$ cat config.mk
export PLATFORM = sky130hd
export DESIGN_NAME = axil_sram_master
export DESIGN_NICKNAME = d
export VERILOG_FILES = /design/src/rtl/axil_sram_master_pkg.sv /design/src/rtl/axil_sram_master.sv
export SDC_FILE = /design/constraint.sdc
export NUM_CORES = 1
export LEC_CHECK = 0
export ABC_AREA = 0
export BUFFER_PORTS_ARGS = -buffer_cell sky130_fd_sc_hd__buf_2
export CORE_UTILIZATION = 45
export DETAILED_ROUTE_END_ITERATION = 6
export MAX_ROUTING_LAYER = met4
export PLACE_DENSITY = 0.81
export REMOVE_ABC_BUFFERS = 1
export SYNTH_ARGS = -nofsm -noshare
export SYNTH_HDL_FRONTEND = slang
export SYNTH_SLANG_ARGS = --single-unit
export TNS_END_PERCENT = 30
$ cat constraint.sdc
create_clock -name aclk -period 3.29 [get_ports aclk]
set_clock_uncertainty 0.15 [all_clocks]
set_input_delay 0.329 -clock aclk [delete_from_list [all_inputs] [get_ports aclk]]
set_output_delay 0.329 -clock aclk [all_outputs]
set_load 0.01 [all_outputs]
$ cat src/rtl/axil_sram_master_pkg.sv
// -----------------------------------------------------------------------------
// axil_sram_master_pkg
//  Shared definitions for the SRAM-to-AXI4-Lite initiator: controller state
//  encoding, AXI response codes and a small response-decoding helper.
// -----------------------------------------------------------------------------
package axil_sram_master_pkg;

   // Controller states
   typedef enum logic [2:0] {
      ST_IDLE  = 3'd0,
      ST_RADDR = 3'd1,
      ST_RDATA = 3'd2,
      ST_WREQ  = 3'd3,
      ST_WRESP = 3'd4,
      ST_DONE  = 3'd5
   } state_e;

   // AXI response codes
   localparam logic [1:0] RESP_OKAY   = 2'b00;
   localparam logic [1:0] RESP_SLVERR = 2'b10;
   localparam logic [1:0] RESP_DECERR = 2'b11;

   // Anything other than OKAY is reported to the requester as an error
   function automatic logic resp_is_err(input logic [1:0] resp);
      return (resp != RESP_OKAY);
   endfunction

endpackage : axil_sram_master_pkg

$ cat src/rtl/axil_sram_master.sv
// -----------------------------------------------------------------------------
// axil_sram_master
//  Converts an SRAM-style req/addr_ok/data_ok request port into single
//  AXI4-Lite read or write transactions. One transaction is outstanding at a
//  time; read data and response status come back with the data_ok pulse.
//
// Ports
//  aclk, aresetn      clock, synchronous active-low reset
//  req/wr/addr/       request side: valid, direction, byte address,
//  wdata/wstrb        write data and byte enables
//  addr_ok            request accepted when req && addr_ok (only in IDLE)
//  data_ok            one-cycle completion pulse
//  rdata/err          read data and error status, valid with data_ok
//  m_axi_ar*/r*       AXI4-Lite read address / read data channels
//  m_axi_aw*/w*/b*    AXI4-Lite write address / write data / response channels
// -----------------------------------------------------------------------------
module axil_sram_master #(
   parameter logic [2:0] PROT      = 3'b000,
   parameter bit         SKIP_ZSTB = 1'b1
) (
   input  logic        aclk,
   input  logic        aresetn,
   // SRAM-style request port
   input  logic        req,
   input  logic        wr,
   input  logic [31:0] addr,
   input  logic [31:0] wdata,
   input  logic [3:0]  wstrb,
   output logic        addr_ok,
   output logic        data_ok,
   output logic [31:0] rdata,
   output logic        err,
   // AXI4-Lite read address channel
   output logic        m_axi_arvalid,
   input  logic        m_axi_arready,
   output logic [31:0] m_axi_araddr,
   output logic [2:0]  m_axi_arprot,
   // AXI4-Lite read data channel
   input  logic        m_axi_rvalid,
   output logic        m_axi_rready,
   input  logic [31:0] m_axi_rdata,
   input  logic [1:0]  m_axi_rresp,
   // AXI4-Lite write address channel
   output logic        m_axi_awvalid,
   input  logic        m_axi_awready,
   output logic [31:0] m_axi_awaddr,
   output logic [2:0]  m_axi_awprot,
   // AXI4-Lite write data channel
   output logic        m_axi_wvalid,
   input  logic        m_axi_wready,
   output logic [31:0] m_axi_wdata,
   output logic [3:0]  m_axi_wstrb,
   // AXI4-Lite write response channel
   input  logic        m_axi_bvalid,
   output logic        m_axi_bready,
   input  logic [1:0]  m_axi_bresp
);

   import axil_sram_master_pkg::*;

   state_e      state_q,   state_d;
   logic [31:0] addr_q,    addr_d;
   logic [31:0] wdata_q,   wdata_d;
   logic [3:0]  wstrb_q,   wstrb_d;
   logic        arvalid_q, arvalid_d;
   logic        awvalid_q, awvalid_d;
   logic        wvalid_q,  wvalid_d;
   logic        rready_q,  rready_d;
   logic        bready_q,  bready_d;
   logic        aw_done_q, aw_done_d;
   logic        w_done_q,  w_done_d;
   logic        data_ok_q, data_ok_d;
   logic        err_q,     err_d;
   logic [31:0] rdata_q,   rdata_d;

   logic        zstb_skip_s;
   logic        ar_hs_s;
   logic        aw_fin_s;
   logic        w_fin_s;

   // An all-zero strobe write has no effect on the slave, so it can finish locally
   assign zstb_skip_s = (SKIP_ZSTB == 1'b1) && (wstrb == 4'b0000);
   assign ar_hs_s     = arvalid_q && m_axi_arready;
   // A write channel is finished if it completed earlier or handshakes now
   assign aw_fin_s    = aw_done_q || (awvalid_q && m_axi_awready);
   assign w_fin_s     = w_done_q  || (wvalid_q  && m_axi_wready);

   // State and datapath registers with synchronous active-low reset
   always_ff @(posedge aclk) begin
      if (!aresetn) begin
         state_q   <= ST_IDLE;
         addr_q    <= 32'h0000_0000;
         wdata_q   <= 32'h0000_0000;
         wstrb_q   <= 4'b0000;
         arvalid_q <= 1'b0;
         awvalid_q <= 1'b0;
         wvalid_q  <= 1'b0;
         rready_q  <= 1'b0;
         bready_q  <= 1'b0;
         aw_done_q <= 1'b0;
         w_done_q  <= 1'b0;
         data_ok_q <= 1'b0;
         err_q     <= 1'b0;
         rdata_q   <= 32'h0000_0000;
      end else begin
         state_q   <= state_d;
         addr_q    <= addr_d;
         wdata_q   <= wdata_d;
         wstrb_q   <= wstrb_d;
         arvalid_q <= arvalid_d;
         awvalid_q <= awvalid_d;
         wvalid_q  <= wvalid_d;
         rready_q  <= rready_d;
         bready_q  <= bready_d;
         aw_done_q <= aw_done_d;
         w_done_q  <= w_done_d;
         data_ok_q <= data_ok_d;
         err_q     <= err_d;
         rdata_q   <= rdata_d;
      end
   end

   // Next-state selection
   always_comb begin
      state_d = state_q;
      case (state_q)
         ST_IDLE: begin
            if (req) begin
               if (!wr) begin
                  state_d = ST_RADDR;
               end else if (zstb_skip_s) begin
                  state_d = ST_DONE;
               end else begin
                  state_d = ST_WREQ;
               end
            end else begin
               state_d = ST_IDLE;
            end
         end
         ST_RADDR: begin
            if (ar_hs_s) begin
               state_d = ST_RDATA;
            end else begin
               state_d = ST_RADDR;
            end
         end
         ST_RDATA: begin
            if (m_axi_rvalid) begin
               state_d = ST_DONE;
            end else begin
               state_d = ST_RDATA;
            end
         end
         ST_WREQ: begin
            if (aw_fin_s && w_fin_s) begin
               state_d = ST_WRESP;
            end else begin
               state_d = ST_WREQ;
            end
         end
         ST_WRESP: begin
            if (m_axi_bvalid) begin
               state_d = ST_DONE;
            end else begin
               state_d = ST_WRESP;
            end
         end
         ST_DONE: state_d = ST_IDLE;
         default: state_d = ST_IDLE;
      endcase
   end

   // Next values of the registered outputs, capture registers and channel flags
   always_comb begin
      addr_d    = addr_q;
      wdata_d   = wdata_q;
      wstrb_d   = wstrb_q;
      arvalid_d = 1'b0;
      awvalid_d = 1'b0;
      wvalid_d  = 1'b0;
      rready_d  = 1'b0;
      bready_d  = 1'b0;
      aw_done_d = aw_done_q;
      w_done_d  = w_done_q;
      data_ok_d = 1'b0;
      err_d     = err_q;
      rdata_d   = rdata_q;
      case (state_q)
         ST_IDLE: begin
            if (req) begin
               addr_d = addr;
               if (!wr) begin
                  arvalid_d = 1'b1;
               end else begin
                  // Write payload is only captured for writes so reads leave the
                  // W channel lines untouched
                  wdata_d = wdata;
                  wstrb_d = wstrb;
                  if (zstb_skip_s) begin
                     data_ok_d = 1'b1;
                     err_d     = 1'b0;
                  end else begin
                     awvalid_d = 1'b1;
                     wvalid_d  = 1'b1;
                     aw_done_d = 1'b0;
                     w_done_d  = 1'b0;
                  end
               end
            end else begin
               addr_d = addr_q;
            end
         end
         ST_RADDR: begin
            arvalid_d = !ar_hs_s;
            rready_d  = ar_hs_s;
         end
         ST_RDATA: begin
            if (m_axi_rvalid) begin
               rdata_d   = m_axi_rdata;
               err_d     = resp_is_err(m_axi_rresp);
               data_ok_d = 1'b1;
               rready_d  = 1'b0;
            end else begin
               rready_d  = 1'b1;
            end
         end
         ST_WREQ: begin
            // AW and W retire independently; each valid drops after its own handshake
            awvalid_d = awvalid_q && !m_axi_awready;
            wvalid_d  = wvalid_q  && !m_axi_wready;
            aw_done_d = aw_fin_s;
            w_done_d  = w_fin_s;
            bready_d  = aw_fin_s && w_fin_s;
         end
         ST_WRESP: begin
            if (m_axi_bvalid) begin
               err_d     = resp_is_err(m_axi_bresp);
               data_ok_d = 1'b1;
               bready_d  = 1'b0;
            end else begin
               bready_d  = 1'b1;
            end
         end
         ST_DONE: begin
            data_ok_d = 1'b0;
         end
         default: begin
            data_ok_d = 1'b0;
         end
      endcase
   end

   assign addr_ok       = (state_q == ST_IDLE);
   assign data_ok       = data_ok_q;
   assign rdata         = rdata_q;
   assign err           = err_q;
   assign m_axi_arvalid = arvalid_q;
   assign m_axi_araddr  = addr_q;
   assign m_axi_arprot  = PROT;
   assign m_axi_rready  = rready_q;
   assign m_axi_awvalid = awvalid_q;
   assign m_axi_awaddr  = addr_q;
   assign m_axi_awprot  = PROT;
   assign m_axi_wvalid  = wvalid_q;
   assign m_axi_wdata   = wdata_q;
   assign m_axi_wstrb   = wstrb_q;
   assign m_axi_bready  = bready_q;

endmodule : axil_sram_master

# Word level (Yosys, flattened, before mapping)
# Cells that the tools add are included.
# word_totals
register_bits	112
input_bits	113
out_inout_bits	146
# op_classes
eq_ne	10
muxes	37
n_reduce_logical	22
# ops
operator	n
2-to-1 mux 1 bit	21
2-to-1 mux 3 bit	5
case mux 3 bit (5 select lines)	1
case mux 1 bit (2 select lines)	7
!= test 2 bit, second input constant	5
equality test 3 x 2 -> 1 bit, second input constant	2
logical AND 1 bit	6
case mux 1 bit (3 select lines)	2
AND reduction 6 bit	1
nonzero test 2 bit	3
logical NOT 4 bit	1
AND reduction 2 bit	2
AND reduction 4 bit	1
equality test 3 x 1 -> 1 bit, second input constant	1
equality test 3 bit, second input constant	1
logical NOT 1 bit	3
logical NOT 3 bit	1
AND reduction 3 bit	1
nonzero test 3 bit	1
logical OR 1 bit	2
2-to-1 mux 2 bit	1
!= test 2 x 1 -> 1 bit, second input constant	1

# Longest topological paths before layout
# Gate-level depths: netlist of run 1.
# depth
depth_word	5
ltp_mapped	6

# Least setup slack after synthesis of run 1
# OpenSTA, ideal clock, no wires.
# synth_timing
path_kind	register to register
from	register state_q[0]
to	register addr_q[0], in the netlist m_axi_araddr[0]
arrival_time_ns	1.289
required_ns	2.999
path_slack_ns	1.709
path_stages_with_launch	7
path_buffers	2
period_less_slack_ns	1.581
cell_sequence	dfxtp_1 > buf_4 > nor3_1 > nand2_1 > buf_2 > nand2_1 > a21oi_1
# synth_between
elab_chain_cells	2
# synth_rtl
item	line_no	text
from (decl)	axil_sram_master.sv:61	state_e state_q, state_d;
from (signal assigned)	axil_sram_master.sv:106	state_q <= state_d;
logical NOT 3 bit	-	
net addr_ok	axil_sram_master.sv:29	output logic addr_ok,
AND reduction 2 bit (no source line)	-	
to (signal assigned)	axil_sram_master.sv:107	addr_q <= addr_d;
to (decl)	axil_sram_master.sv:62	logic [31:0] addr_q, addr_d;
# The timed path passes the listed nets, and every way through them passes these cells.
# A chain may end at the register's enable or synchronous reset.

# Worst setup path after layout of run 1
# layout_timing
from	register state_q[1]
to	register wdata_q[1], in the netlist m_axi_wdata[1]
# layout_between
elab_chain_cells	2
# layout_rtl
item	line_no	text
logical NOT 3 bit	axil_sram_master.sv:188	case (state_q)
AND reduction 3 bit (no source line)	-	
to (signal assigned)	axil_sram_master.sv:108	wdata_q <= wdata_d;
to (decl)	axil_sram_master.sv:63	logic [31:0] wdata_q, wdata_d;
# No other way between the ends.

==> flow_summary_export.csv, run 1 <==
group,metric,value,unit
status,outcome,"complete, no violations",
power,finalPower,2920,uW
synth,synthArstFlopShare,0,
cts,htreeDepth,3,
timing,fin_crit_sh,0.660,
critical_path,path_class,"flip-flop to flip-flop",
synth,synth_ff_type,"dfxtp_1",
die,die_h,103,um
global_routing,busiest_layer,"met2",
power,ir_drop,0.000227,V
timing,relSlewSlack,0.363,
routing,ant_nets,0,
critical_path,cp.arrival,2310,ps
finish,final_cell_mix,"252 x buf_2, 176 x nand2_1, 112 x dfxtp_1",
synth,syn_inst,544,
hold_path,hold_class,"input port to flip-flop",
finish,syn2layout_area_growth,25.1,%
global_routing,grt_max_degree,55,
global_routing,grt_pass1_wl,17.1,mm
power,power.leakage,0.00268,uW
timing,grt_setup_unrepaired,"no",
global_routing,antenna_found_initial,1,
routing,num_vias,4237,
cts,cts_tree,"built",
routing,via_per_inst,4.80,
power,power_density,506,nW/um2
finish,n_fill_cell,872,
routing,drt_pre_antenna_iters,4,
timing,finalSetupViolCount,0,
critical_path,cp.required,3430,ps
critical_path,crit_chain,"nor4b_4, and2_2, nand2_1, a21oi_1",
synth,ys_seq_area_frac,0.487,
cts,path_clk_slew,100,ps
cts,cts_buffers,9,
synth,synth-warning-count,0,
synth,synth_edf_count,0,
cts,postCtsSetupBuffers,0,
synth,syn_area,4600,um2
critical_path,worstSetupStartpointType,"flip-flop",
cts,ctsResizeCount,0,
timing,slew_viol_final,0,
global_routing,grt_pass1_vias,3707,
synth,synth-seq-cells,112,
placement,port-buffer-count,252,
global_routing,met1_usage,0.240,
die,io_pins,259,
die,fp.dieW,103,um
finish,drive_gt1_frac,0.453,
run,drv_cap,0,
synth,yosysUniqueCellTypes,39,
die,dieArea,10600,um2
placement,gp_congestion,0.841,
routing,routed_wirelength,11.6,mm
cts,ctsLongestPathBuffers,2,
timing,fmax,460,MHz
finish,finalNonFillerCells,882,
timing,hold_violations,0,
cts,cts_sinks,112,
cts,hold_buffers,0,
finish,nets,856,
critical_path,worst_path_largest_cell_delay,830,ps
die,start_util,0.467,
timing,finalSetupTns,0,ps
cts,root_buffer,"clkbuf_8",
routing,routedWlPerCell,13.2,um
placement,place_inst,865,
die,core_area,9860,um2
routing,drc,0,
synth,avgSynthCellArea,8.46,um2
critical_path,cpMaxStageDelayCell,"and2_2",
cts,clock_latency,350,ps
critical_path,endpoint_kind,"flip-flop",
global_routing,grt_use_total,0.215,
placement,dp_hpwl,8.53,mm
global_routing,grt_use_met3,0.0685,
routing,drt_iter0_markers,101,
global_routing,grtUsageMet2,0.366,
global_routing,grt_overflow_total,0,
finish,mostFrequentLayoutCell,"buf_2",
timing,period_minus_slack,2170,ps
critical_path,path_max_fanout,36,
timing,tightestPinTransition,956,ps
die,row_count,36,
[path summary, 6_finish.rpt]
path,cells after the start,startpoint,slack (ps),end
setup / recovery,4,state_q[1],1120,m_axi_wdata[1]
hold reg to reg,2,rdata[0],310,rdata[0]
hold / removal,3,addr[21],40,m_axi_araddr[21]
setup reg to reg,4,state_q[1],1120,m_axi_wdata[1]
[cell families after synthesis]
group / share of synthesized area
flops: 0.487
compound gates: 0.159
buf+inv: 0.121
mux: 0.00217
simple gates: 0.230
other cells: 0.000814
[flip-flops by register name, summed over array words and instances, names as in the netlist, 3 cells and up]
| name | flops |
|---|---|
| rdata | 32 |
| m_axi_wdata | 32 |
| m_axi_araddr | 32 |
| state_q | 3 |
| m_axi_wstrb | 4 |
[cell type report]
class,count,area [um2],area share
Sequential cell,112,2240,0.389
Inverter,3,13.8,0.00239
Clock buffer,11,141,0.0245
Timing Repair Buffer,256,1300,0.226
Tap cell,133,166,0.0289
Multi-Input combinational cell,361,1830,0.318
Antenna cell,1,2.50,0.000434
Clock inverter,5,56.3,0.00978
[metrics by stage]
step,setup WS (ps),hold slack [ps],instance area (um2),utilization
2_1_floorplan,-676,297,4080,-
3_3_place_gp,1210,289,5560,0.564
3_5_place_dp,1130,297,5560,0.564
4_1_cts,1110,16.7,5760,0.584
5_1_grt,982,10.8,5760,0.584
6_report,1120,42.1,5760,0.584
[Yosys cell counts, drive strengths merged (3+ instances only)]
master | count | area (um2)
nand2 | 207 | 860
a21oi | 107 | 648
clkbuf | 14 | 52.6
nand3b | 4 | 33.8
buf | 59 | 494
dfxtp | 112 | 2240
inv | 3 | 11.3
nor2 | 10 | 45.0
[worst max-delay path: cells and delay by family, from the launching register on]
family / cells / cell delay [ps]
flip-flops: 1 / 450
AND/OR/NAND/NOR: 3 / 1330
AO/OA/AOI/OAI: 1 / 170
[report_power, final]
part	switching (uW)	total (uW)	internal (uW)
Combinational	350	583	233
Clock	441	814	373
Sequential	72.4	1520	1450
Total	863	2920	2050
[routing by layer]
| layer | wire length, um | share of wire |
|---|---|---|
| met3 | 971 | 0.084 |
| met5 | 0 | 0 |
| met1 | 4750 | 0.41 |
| met4 | 104 | 0.0090 |
| met2 | 5790 | 0.50 |
No activity file was read; power rests on OpenSTA's default activity.
==> run 2: changes to the inputs <==
--- a/config.mk
+++ b/config.mk
@@ -7,10 +7,10 @@
 export LEC_CHECK = 0
 export ABC_AREA = 0
 export BUFFER_PORTS_ARGS = -buffer_cell sky130_fd_sc_hd__buf_2
-export CORE_UTILIZATION = 45
+export CORE_UTILIZATION = 44
 export DETAILED_ROUTE_END_ITERATION = 6
 export MAX_ROUTING_LAYER = met4
-export PLACE_DENSITY = 0.81
+export PLACE_DENSITY = 0.8
 export REMOVE_ABC_BUFFERS = 1
 export SYNTH_ARGS = -nofsm -noshare
 export SYNTH_HDL_FRONTEND = slang
==> constraint.sdc (replaced) <==
create_clock -name aclk -period 2 [get_ports aclk]
set_clock_uncertainty 0.15 [all_clocks]
set_input_delay 0.2 -clock aclk [delete_from_list [all_inputs] [get_ports aclk]]
set_output_delay 0.2 -clock aclk [all_outputs]
set_load 0.01 [all_outputs]
==> flow_summary_export.csv, run 2 (synthesis results as in run 1) <==
group,metric,value,unit
hold_path,hold_class,"input port to flip-flop",
global_routing,grt_overflow_total,0,
power,power_density,718,nW/um2
placement,place_inst,872,
timing,fin_hold_ws,45.4,ps
die,dieArea,10900,um2
critical_path,path_max_fanout,36,
cts,htreeDepth,3,
timing,hold_violations,0,
die,die_h,104,um
cts,ctsLongestPathBuffers,2,
power,ir_drop,0.000382,V
placement,place_area,5620,um2
cts,clock_latency,360,ps
timing,slew_viol_final,0,
finish,finalNonFillerCells,992,
power,power.leakage,0.00314,uW
routing,wl_met1,6.00,mm
global_routing,grt_use_total,0.289,
timing,period_minus_slack,1810,ps
critical_path,worstSetupStartpointType,"flip-flop",
routing,ant_nets,0,
global_routing,grt_pass1_wl,24.4,mm
die,io_pins,259,
cts,postCtsSetupBuffers,0,
global_routing,grt_max_degree,107,
routing,num_vias,4865,
routing,via_per_inst,4.90,
status,outcome,"complete, no violations",
routing,drt_iter0_markers,299,
die,start_util,0.463,
placement,dp_hpwl,8.96,mm
critical_path,cp.required,2080,ps
routing,routedWlPerCell,15.7,um
run,drv_cap,0,
finish,n_antenna_cell,0,
routing,drt_pre_antenna_iters,5,
finish,final_cell_mix,"252 x buf_2, 176 x nand2_1, 112 x dfxtp_1",
placement,gp_congestion,0.858,
finish,syn2layout_area_growth,48.4,%
timing,fmax,552,MHz
placement,port-buffer-count,252,
timing,timing.final.ws_setup,189,ps
timing,tightestPinTransition,518,ps
global_routing,antenna_found_initial,0,
timing,grt_setup_unrepaired,"no",
routing,routed-wl-met2,7.95,mm
finish,nets,967,
routing,routed_wirelength,15.5,mm
global_routing,grt_pass1_vias,4921,
timing,fin_crit_sh,0.905,
routing,drc,0,
die,row_count,36,
die,core_area,9950,um2
cts,cts_tree,"built",
finish,drive_gt1_frac,0.400,
routing,maxUsedRoutingLayer,"met4",
critical_path,worst_path_largest_cell_delay,340,ps
cts,path_clk_slew,100,ps
placement,place_ws,247,ps
routing,routed-wl-met3,1.09,mm
finish,mostFrequentLayoutCell,"buf_2",
critical_path,cp.arrival,1890,ps
critical_path,endpoint_kind,"flip-flop",
cts,root_buffer,"clkbuf_8",
timing,relSlewSlack,0.654,
critical_path,cpMaxStageDelayCell,"dfxtp_1",
cts,cts_buffers,9,
cts,cts_sinks,112,
die,fp.dieW,104,um
timing,finalSetupViolCount,0,
finish,stdcell_area,6830,um2
critical_path,crit_chain,"nor4b_4, buf_4, nand2_4, nand2_1, a21oi_2",
critical_path,path_class,"flip-flop to flip-flop",
-- run 2: changes by cell type in the layout (fill, tap and decap cells not counted) --
cell	delta
buf_12	+1
buf_4	+6
bufinv_16	-1
clkbuf_1	+2
clkinv_4	-1
diode_2	-1
dlygate4sd3_1	+104
-- run 2: critical path: cells and delay by family (launching register included) --
| kind | cells | cell delay [ps] |
|---|---|---|
| buffers and inverters | 1 | 280 |
| and+or+nand+nor | 3 | 810 |
| DFF | 1 | 340 |
| AOI/OAI and AO/OA | 1 | 80 |
-- run 2: power by group --
group          leakage (uW)  switching [uW]  total (uW)  internal [uW]
Combinational       0.00214             671        1210            543
Clock             0.0000834             717        1200            487
Sequential         0.000912             103        2480           2380
Total               0.00314            1490        4900           3410
-- run 2: cell type report --
type | instances | area [um2]
repair buffers | 367 | 2410
clock buffers | 13 | 149
fillers | 711 | 3120
multi-input cells | 361 | 1830
flip-flops and latches | 112 | 2240
inverters | 3 | 13.8
clock inverters | 3 | 17.5
well taps | 133 | 166
-- run 2: path summary, 6_finish.rpt --
path,startpoint,to,slack [ps],depth (start not counted)
hold / removal,wr,state_q[2],50,3
setup / recovery,state_q[1],m_axi_wdata[5],190,5
setup reg to reg,state_q[1],m_axi_wdata[5],190,5
hold reg to reg,rdata[25],rdata[25],310,2
-- run 2: stage by stage --
stage	setup TNS, ps	power (uW)	util
6_report	0	4900	0.686
2_1_floorplan	-101600	3050	-
3_3_place_gp	0	3520	0.565
3_5_place_dp	0	3550	0.565
5_1_grt	0	5140	0.686
4_1_cts	0	4900	0.686
-- run 2: per-layer routing --
layer / vias to the layer above / track usage
met1: 2241 / 0.308
met5: - / -
li1: 2328 / -
met4: 0 / 0.146
met2: 256 / 0.507
met3: 40 / 0.0602
-- run 2: timing repair --
item | in CTS | in global routing
hold buffers | 104 | 0
endpoints found under the hold margin | 106 | 0
gates resized for setup | 0 | 0
endpoints found under the setup margin | 0 | 0
